[src/rtl/com_to_in.sv]
// Oversampled UART-style receiver: start, 8 data bits LSB first, even parity, stop.
// Samples the synchronized line once per bit at mid-period and reports errors per frame.
module com_to_in #(
  parameter int OVERSAMPLE = 16
) (
  input  logic       clk,
  input  logic       rst_n,
  input  logic       enable,
  input  logic       rx,
  output logic [7:0] data,
  output logic       isValid,
  output logic       parityErr,
  output logic       frameErr,
  output logic       isBusy
);

  localparam int CW = (OVERSAMPLE > 2) ? $clog2(OVERSAMPLE) : 1;
  localparam logic [CW-1:0] HALF_M1 = CW'(OVERSAMPLE / 2 - 1);
  localparam logic [CW-1:0] FULL_M1 = CW'(OVERSAMPLE - 1);

  typedef enum logic [2:0] {
    ST_IDLE   = 3'd0,
    ST_START  = 3'd1,
    ST_DATA   = 3'd2,
    ST_PARITY = 3'd3,
    ST_STOP   = 3'd4,
    ST_BRK    = 3'd5
  } state_t;

  function automatic logic even_parity8(input logic [7:0] v);
    even_parity8 = ^v;
  endfunction

  state_t          state_q;
  logic [CW-1:0]   cnt_q;
  logic [CW-1:0]   cnt_d;
  logic [2:0]      bit_idx_q;
  logic [7:0]      shift_q;
  logic            par_q;
  logic            rx_meta_q;
  logic            rx_sync_q;
  logic            sample_s;

  // Two-flop synchronizer for the asynchronous serial line, runs every clk.
  always_ff @(posedge clk or negedge rst_n) begin
    if (!rst_n) begin
      rx_meta_q <= 1'b1;
      rx_sync_q <= 1'b1;
    end else begin
      rx_meta_q <= rx;
      rx_sync_q <= rx_meta_q;
    end
  end

  // Mid-bit sample strobe: half a period after t0 for start, full periods afterwards.
  always_comb begin
    sample_s = 1'b0;
    case (state_q)
      ST_START:                     sample_s = enable && (cnt_q == HALF_M1);
      ST_DATA, ST_PARITY, ST_STOP:  sample_s = enable && (cnt_q == FULL_M1);
      default:                      sample_s = 1'b0;
    endcase
  end

  // Tick counter next value; restarts at t0 and after every sample, frozen without enable.
  always_comb begin
    cnt_d = cnt_q;
    if (!enable) begin
      cnt_d = cnt_q;
    end else if (state_q == ST_IDLE || state_q == ST_BRK || sample_s) begin
      cnt_d = {CW{1'b0}};
    end else begin
      cnt_d = cnt_q + CW'(1);
    end
  end

  // Receiver state machine with registered outputs.
  always_ff @(posedge clk or negedge rst_n) begin
    if (!rst_n) begin
      state_q   <= ST_IDLE;
      cnt_q     <= {CW{1'b0}};
      bit_idx_q <= 3'd0;
      shift_q   <= 8'h00;
      par_q     <= 1'b0;
      data      <= 8'h00;
      isValid   <= 1'b0;
      parityErr <= 1'b0;
      frameErr  <= 1'b0;
      isBusy    <= 1'b0;
    end else begin
      isValid <= 1'b0;
      cnt_q   <= cnt_d;
      if (enable) begin
        case (state_q)
          ST_IDLE: begin
            if (!rx_sync_q) begin
              state_q <= ST_START;
              isBusy  <= 1'b1;
            end
          end
          ST_START: begin
            if (sample_s) begin
              if (rx_sync_q) begin
                state_q <= ST_IDLE;
                isBusy  <= 1'b0;
              end else begin
                state_q   <= ST_DATA;
                bit_idx_q <= 3'd0;
              end
            end
          end
          ST_DATA: begin
            if (sample_s) begin
              shift_q <= {rx_sync_q, shift_q[7:1]};
              if (bit_idx_q == 3'd7) begin
                state_q   <= ST_PARITY;
                bit_idx_q <= 3'd0;
              end else begin
                bit_idx_q <= bit_idx_q + 3'd1;
              end
            end
          end
          ST_PARITY: begin
            if (sample_s) begin
              par_q   <= rx_sync_q;
              state_q <= ST_STOP;
            end
          end
          ST_STOP: begin
            if (sample_s) begin
              data      <= shift_q;
              isValid   <= 1'b1;
              parityErr <= (par_q != even_parity8(shift_q));
              frameErr  <= ~rx_sync_q;
              if (rx_sync_q) begin
                state_q <= ST_IDLE;
                isBusy  <= 1'b0;
              end else begin
                state_q <= ST_BRK;
              end
            end
          end
          // A held-low line must go high again before another start can be seen.
          ST_BRK: begin
            if (rx_sync_q) begin
              state_q <= ST_IDLE;
              isBusy  <= 1'b0;
            end
          end
          default: begin
            state_q <= ST_IDLE;
            isBusy  <= 1'b0;
          end
        endcase
      end
    end
  end

endmodule

[config.mk]
export PLATFORM = sky130hd
export DESIGN_NAME = com_to_in
export DESIGN_NICKNAME = d
export VERILOG_FILES = /design/src/rtl/com_to_in.sv
export SDC_FILE = /design/constraint.sdc
export NUM_CORES = 1
export LEC_CHECK = 0
export CELL_PAD_IN_SITES_DETAIL_PLACEMENT = 1
export CELL_PAD_IN_SITES_GLOBAL_PLACEMENT = 1
export CORE_MARGIN = 1
export CORE_UTILIZATION = 49
export CTS_CLUSTER_DIAMETER = 40
export DETAILED_ROUTE_END_ITERATION = 6
export PLACE_DENSITY = 0.86
export SYNTH_ARGS = -nofsm -noshare
export SYNTH_HDL_FRONTEND = slang
export SYNTH_SLANG_ARGS = --single-unit
[constraint.sdc]
create_clock -name clk -period 3.48 [get_ports clk]
set_input_delay 1.044 -clock clk [delete_from_list [all_inputs] [get_ports clk]]
set_output_delay 1.044 -clock clk [all_outputs]
set_load 0.02 [all_outputs]
==> results of run 1 <==
[cell families (layout without fill, tap and decap cells)]
family          after synthesis  in the layout  share of synthesized area (%)
fa+ha+maj                     3              3                           2.23
simple gates                 34             34                           13.8
compound gates               23             23                           10.1
mux                          20             20                           15.1
buf+inv                      13             34                           4.61
xor+xnor                      8              8                           4.98
flops                        33             33                           49.2
[critical path: stages]
cell and delay, ns:
clkdlybuf4s50_1 0.50, nand3_2 0.12, or3_4 0.41, nor3_4 0.20, buf_4 0.27, mux2_4 0.33
[synthesized netlist by cell type (2+ instances only)]
master	number	share of area [%]
xor2_1	2	1.0
nand4_1	3	1.1
xnor2_1	5	2.6
mux2_4	8	7.1
o21ai_0	7	2.1
dfstp_2	2	3.1
mux2_2	10	6.7
buf_4	3	1.3
nor2b_1	3	1.1
nor3_1	2	0.59
inv_1	7	1.6
o2bb2ai_1	2	1.0
dfrtp_1	31	46
nand2_1	8	1.8
o221ai_1	2	1.0
a21oi_1	3	0.89
nand3b_1	2	0.89
nor2_1	2	0.45
and3_1	2	0.74
ha_1	3	2.2
[layout by cell type (no fill, tap or decap), types with 2 or more instances in the layout]
master / Yosys / routed
dfstp_2: 2 / 2
clkdlybuf4s50_1: 0 / 15
o21ai_0: 7 / 7
nand4_1: 3 / 3
xnor2_1: 5 / 5
nor3_1: 2 / 2
o221ai_1: 2 / 2
nand3b_1: 2 / 2
o2bb2ai_1: 2 / 2
mux2_2: 10 / 10
inv_1: 7 / 7
a21oi_1: 3 / 3
nor2b_1: 3 / 3
mux2_4: 8 / 8
ha_1: 3 / 3
dfrtp_1: 31 / 31
xor2_1: 2 / 2
nand2_1: 8 / 8
buf_4: 3 / 3
clkbuf_4: 0 / 5
nor2_1: 2 / 2
and3_1: 2 / 2
[cell type report]
cell class                 count  area, um2
clock buffer                   7       55.1
clock inverter                 1       30.0
fill                         344       1200
inverter                       8       30.0
multi-input combinational     88        778
sequential                    33        828
tap                           44       55.1
timing repair buffer          18        173
[worst min-delay path by stage]
stage / startpoint / end / slack, ns / depth (start not counted)
floorplan: rx_meta_q$_DFF_PN1_ / rx_sync_q$_DFF_PN1_ / 0.35 / 0
global placement: rx_meta_q$_DFF_PN1_ / rx_sync_q$_DFF_PN1_ / 0.35 / 0
detailed placement: rx_meta_q$_DFF_PN1_ / rx_sync_q$_DFF_PN1_ / 0.35 / 0
CTS: rx_meta_q$_DFF_PN1_ / rx_sync_q$_DFF_PN1_ / 0.37 / 0
global route: rx_meta_q$_DFF_PN1_ / rx_sync_q$_DFF_PN1_ / 0.38 / 0
finish: rx_meta_q$_DFF_PN1_ / rx_sync_q$_DFF_PN1_ / 0.37 / 0
[state kept, by name, indices dropped and copies added (netlist names)]
register and cells:
state_q 3, par_q 1, isBusy 1, isValid 1, data 8, rx_meta_q 1
shift_q 8, rx_sync_q 1, bit_idx_q 3, parityErr 1, frameErr 1, cnt_q 4
[layer usage]
metal  up-vias  track usage, %  share of wire, %
met2        29            44.0                53
met1       594            30.3                42
met5         -               0                 0
li1        529               -                 -
met4         0            6.17               1.3
met3         5            7.04               3.5
[metrics by stage]
step                instances  setup WS, ns  area, um2  utilization [%]  power (mW)
finish                    199         0.820       1950             61.8        1.14
global route              199         0.810       1950             61.8        1.21
CTS                       199         0.831       1950             61.8        1.15
detailed placement        191         0.487       1860             59.1       0.845
global placement          191         0.570       1860             59.1       0.802
floorplan                 134          1.09       1680                -       0.754
[power by group]
group	internal (mW)	total, mW	switching (mW)
registers	0.452	0.540	0.0877
logic	0.169	0.297	0.128
clock network	0.172	0.300	0.128
==> metrics, run 1 <==
CTS clk-pin slew, worst paths 0.10 ns; post-route minimum period 2.66 ns; Post-Synthesis Cells 134; Seq/Total Area, Yosys 49.2%; Post-DRT Antenna Nets 0; initial antenna violation count 0; gpl congestion 0.801; H-tree Lvls 2; WL/cell 19.0 um; Die X 60.6 um; Pleak 0.881 nW; Final Hold Fails 0; pin count of the biggest net entering global routing 19; RSZ-0062 raised after global routing no; GR Overflow Total 0; Distinct cells, synth 47; CTS Sinks 33; CP Launch Point enable; nets 161; share of layout cells above drive strength 1 25.2%; first-pass GRT wire length 6.41 mm; WP data arrival 2.88 ns; IR drop worst, VDD 0.330 mV; FP Rows 20; die area 3680 um2; share of flip-flops with an asynchronous set or reset 100%; post-DR vias/cell 5.81; hpwl dp 2.74 mm; 1st-iter DRT viols 94; syn_nets 141; n_diodes 0; clk buf depth 2; final hold slack 0.366 ns; starting density of the core 53.4%; critical path endpoint data[5]$_DFFE_PN0P_; top_reg_cell synth dfrtp_1; syn avg cell area 12.6 um2; Max Slew Vio Count 0; Max-cap violations 0; Setup crit end kind flip-flop; Worst Reg-to-Reg Cells 6; clk_lat worst skew 0.33 ns; vias 1157; drc violations 0; CTS tree built; CTS root buffer clkbuf_4; flop-to-flop setup slack 1.33 ns; power per cell area 583 nW/um2; TNS Setup 0 ns; Post-synth EDFFs 0; r2r endpoint data[5]$_DFFE_PN0P_; period utilisation layout 76.4%; max_slew headroom 48.7%; Worst Tran Pin Value 0.767 ns; drt total wl 3.79 mm; Final setup viols 0; DR pass1 iterations 5; WS Path Type input pin to flip-flop; Worst Hold Class flip-flop to flip-flop; Worst Path Required 3.70 ns; vias in the first global route 1301; Post CTS Setup Buffer Count 0; post-synthesis register bit count 33; CP max FO 9; RR Startpoint cnt_q[0]$_DFFE_PN0P_; Setup crit start kind input pin; PortBufs 15; Setup Skew 0.00861 ns; Top Ports 16; number of gates resized after CTS 0; Post-Syn Area 1680 um2; Achievable Freq 376 MHz; outcome finished, final reports clean; GRT Util Overall 25.0%; Yosys Warn Count 0; P&R area growth vs syn 15.8%; Die Height 60.6 um; cts hold-fix bufs 0; CORE AREA 3150 um2; CTS Buf Count 5
(Power assumes the default switching activity.)
==> inputs of run 2 (changes only) <==
--- a/config.mk
+++ b/config.mk
@@ -8,10 +8,10 @@
 export CELL_PAD_IN_SITES_DETAIL_PLACEMENT = 1
 export CELL_PAD_IN_SITES_GLOBAL_PLACEMENT = 1
 export CORE_MARGIN = 1
-export CORE_UTILIZATION = 49
+export CORE_UTILIZATION = 46
 export CTS_CLUSTER_DIAMETER = 40
 export DETAILED_ROUTE_END_ITERATION = 6
-export PLACE_DENSITY = 0.86
+export PLACE_DENSITY = 0.82
 export SYNTH_ARGS = -nofsm -noshare
 export SYNTH_HDL_FRONTEND = slang
 export SYNTH_SLANG_ARGS = --single-unit
==> constraint.sdc (replaced) <==
create_clock -name clk -period 2.6 [get_ports clk]
set_input_delay 0.78 -clock clk [delete_from_list [all_inputs] [get_ports clk]]
set_output_delay 0.78 -clock clk [all_outputs]
set_load 0.02 [all_outputs]
==> metrics, run 2 (synthesized netlist as in run 1, its figures left out) <==
outcome finished, final reports clean (unchanged); P&R area growth vs syn 16.0% (was 15.8%); cts hold-fix bufs 0 (unchanged); cells along the critical path clkdlybuf4s50_1 > buf_4 > inv_1 > a311oi_2 > and3_1 > mux2_1 (was clkdlybuf4s50_1 > nand3_2 > or3_4 > nor3_4 > buf_4 > mux2_4); CTS root buffer clkbuf_4 (unchanged); CTS tree built (unchanged); post-DR vias/cell 5.75 (was 5.81); max_slew headroom 64.3% (was 48.7%); RSZ-0062 raised after global routing no (unchanged); CP max FO 8 (was 9); Worst Hold Class flip-flop to flip-flop (unchanged); Setup crit end kind flip-flop (unchanged); Max-cap violations 0 (unchanged); power per cell area 728 nW/um2 (was 583 nW/um2); Worst Tran Pin Value 0.536 ns (was 0.767 ns); pin count of the biggest net entering global routing 34 (was 19); TNS Setup 0 ns (unchanged); GRT Util Overall 22.7% (was 25.0%); Max Slew Vio Count 0 (unchanged); Setup Skew 0.0144 ns (was 0.00861 ns); GR Overflow Total 0 (unchanged); DR pass1 iterations 4 (was 5); Finished Core Util 57.2% (was 61.8%); CTS clk-pin slew, worst paths 0.10 ns (about the same); starting density of the core 49.3% (was 53.4%); met3 wire len 176 um (was 131 um); CORE AREA 3420 um2 (was 3150 um2); Pleak 0.883 nW (was 0.881 nW); initial antenna violation count 0 (unchanged); post-route minimum period 2.25 ns; die area 3910 um2 (was 3680 um2); Die Height 62.5 um (was 60.6 um); final non-filler cell total 204 (was 199); Top Ports 16 (unchanged); Post-DRT Antenna Nets 0 (unchanged); period utilisation layout 86.4%; drc violations 0 (unchanged); clk_lat worst skew 0.35 ns (was 0.33 ns); vias 1172 (was 1157); metal2 WL 1.85 mm (was 2.00 mm); Largest regs data: 8 flops, shift_q: 8 flops, cnt_q: 4 flops (unchanged); WL/cell 18.5 um (was 19.0 um); WS Path Type input pin to flip-flop (unchanged); number of gates resized after CTS 0 (unchanged); first-pass GRT wire length 6.63 mm (was 6.41 mm); DR top layer met4 (unchanged); IR drop worst, VDD 0.563 mV (was 0.330 mV); final-layout fill cell count 367 (was 344); most frequent cells in the layout 31 x dfrtp_1, 15 x clkdlybuf4s50_1, 10 x mux2_2 (unchanged); Worst Path Required 2.83 ns (was 3.70 ns); vias in the first global route 1331 (was 1301); Achievable Freq 445 MHz; max incr delay on CP 0.50 ns (about the same); Post CTS Setup Buffer Count 0 (unchanged); most common cell after layout, fill and taps aside dfrtp_1 (unchanged); Die X 62.5 um (was 60.6 um); CP Buf/Inv Count 3 (was 2); area of the multi-input gates 778 um2 (unchanged); drt total wl 3.77 mm (was 3.79 mm); WP data arrival 2.47 ns (was 2.88 ns); Final Hold Fails 0 (unchanged); Hold Startpoint rx_meta_q$_DFF_PN1_ (unchanged); RR Startpoint state_q[1]$_DFFE_PN0P_ (was cnt_q[0]$_DFFE_PN0P_); Pwr Total 1.42 mW (was 1.14 mW); Slowest cell on crit path clkdlybuf4s50_1 (unchanged); placed insts 196 (was 191); gpl congestion 0.761 (was 0.801); FF/Latch Area 828 um2 (unchanged); CP Launch Point enable (unchanged); CTS Sinks 33 (unchanged); nets 164 (was 161); H-tree Lvls 2 (unchanged); Metal-1 WL 1.63 mm (was 1.61 mm); hpwl dp 2.65 mm (was 2.74 mm); 1st-iter DRT viols 60 (was 94); clk buf depth 2 (unchanged); Crit path max-delay family buffers and inverters (unchanged); Final setup viols 0 (unchanged); FP Rows 21 (was 20); n_diodes 0 (unchanged); Setup crit start kind input pin (unchanged); PortBufs 15 (unchanged); CTS Buf Count 5 (unchanged); share of layout cells above drive strength 1 26.6% (was 25.2%)
[run 2: cell count changes in the layout (fill, tap and decap cells not counted)]
cell and change:
buf_12 +1, bufinv_16 -1, clkbuf_8 -1, buf_4 +2, clkinv_2 +2
[run 2: worst register-to-register path, delay by kind of cell (launching register included)]
kind | cells | cell delay (ns)
simple gates | 2 | 0.63
compound gates | 1 | 0.40
mux | 1 | 0.33
flops | 1 | 0.58
[run 2: path summary, 6_finish.rpt]
path	endpoint	slack [ns]	cells past startpoint
worst max-delay path	state_q[0]$_DFFE_PN0P_	0.35	6
worst min-delay path	rx_sync_q$_DFF_PN1_	0.36	0
worst max register to register	state_q[0]$_DFFE_PN0P_	0.55	4
worst min register to register	rx_sync_q$_DFF_PN1_	0.36	0
max in group asynchronous	rx_meta_q$_DFF_PN1_	1.43	2
min in group asynchronous	cnt_q[2]$_DFFE_PN0P_	0.82	2
[run 2: per-layer routing]
layer / vias to the layer above / global-route usage [%]
li1: 532 / -
met1: 597 / 26.9
met2: 34 / 36.1
met3: 9 / 7.30
met4: 0 / 13.1
met5: - / 0
[run 2: power by group]
group / internal (mW) / total, mW / switching (mW)
combinational: 0.229 / 0.420 / 0.191
sequential: 0.605 / 0.716 / 0.111
clock: 0.103 / 0.286 / 0.183
[run 2: per-stage QoR]
step / instance area (um2) / worst slack (ns) / hold WS, ns
floorplan: 1680 / 0.469 / 0.345
global placement: 1900 / 0.0641 / 0.347
detailed placement: 1900 / 0.00397 / 0.349
CTS: 1950 / 0.365 / 0.362
global route: 1950 / 0.273 / 0.358
finish: 1950 / 0.353 / 0.359
[run 2: final cells by class]
type / count / area share [%]
inverters: 8 / 1.54
well taps: 46 / 2.95
clock buffers: 6 / 2.11
multi-input cells: 88 / 39.8
clock inverters: 2 / 0.512
repair buffers: 21 / 10.6
flip-flops and latches: 33 / 42.4
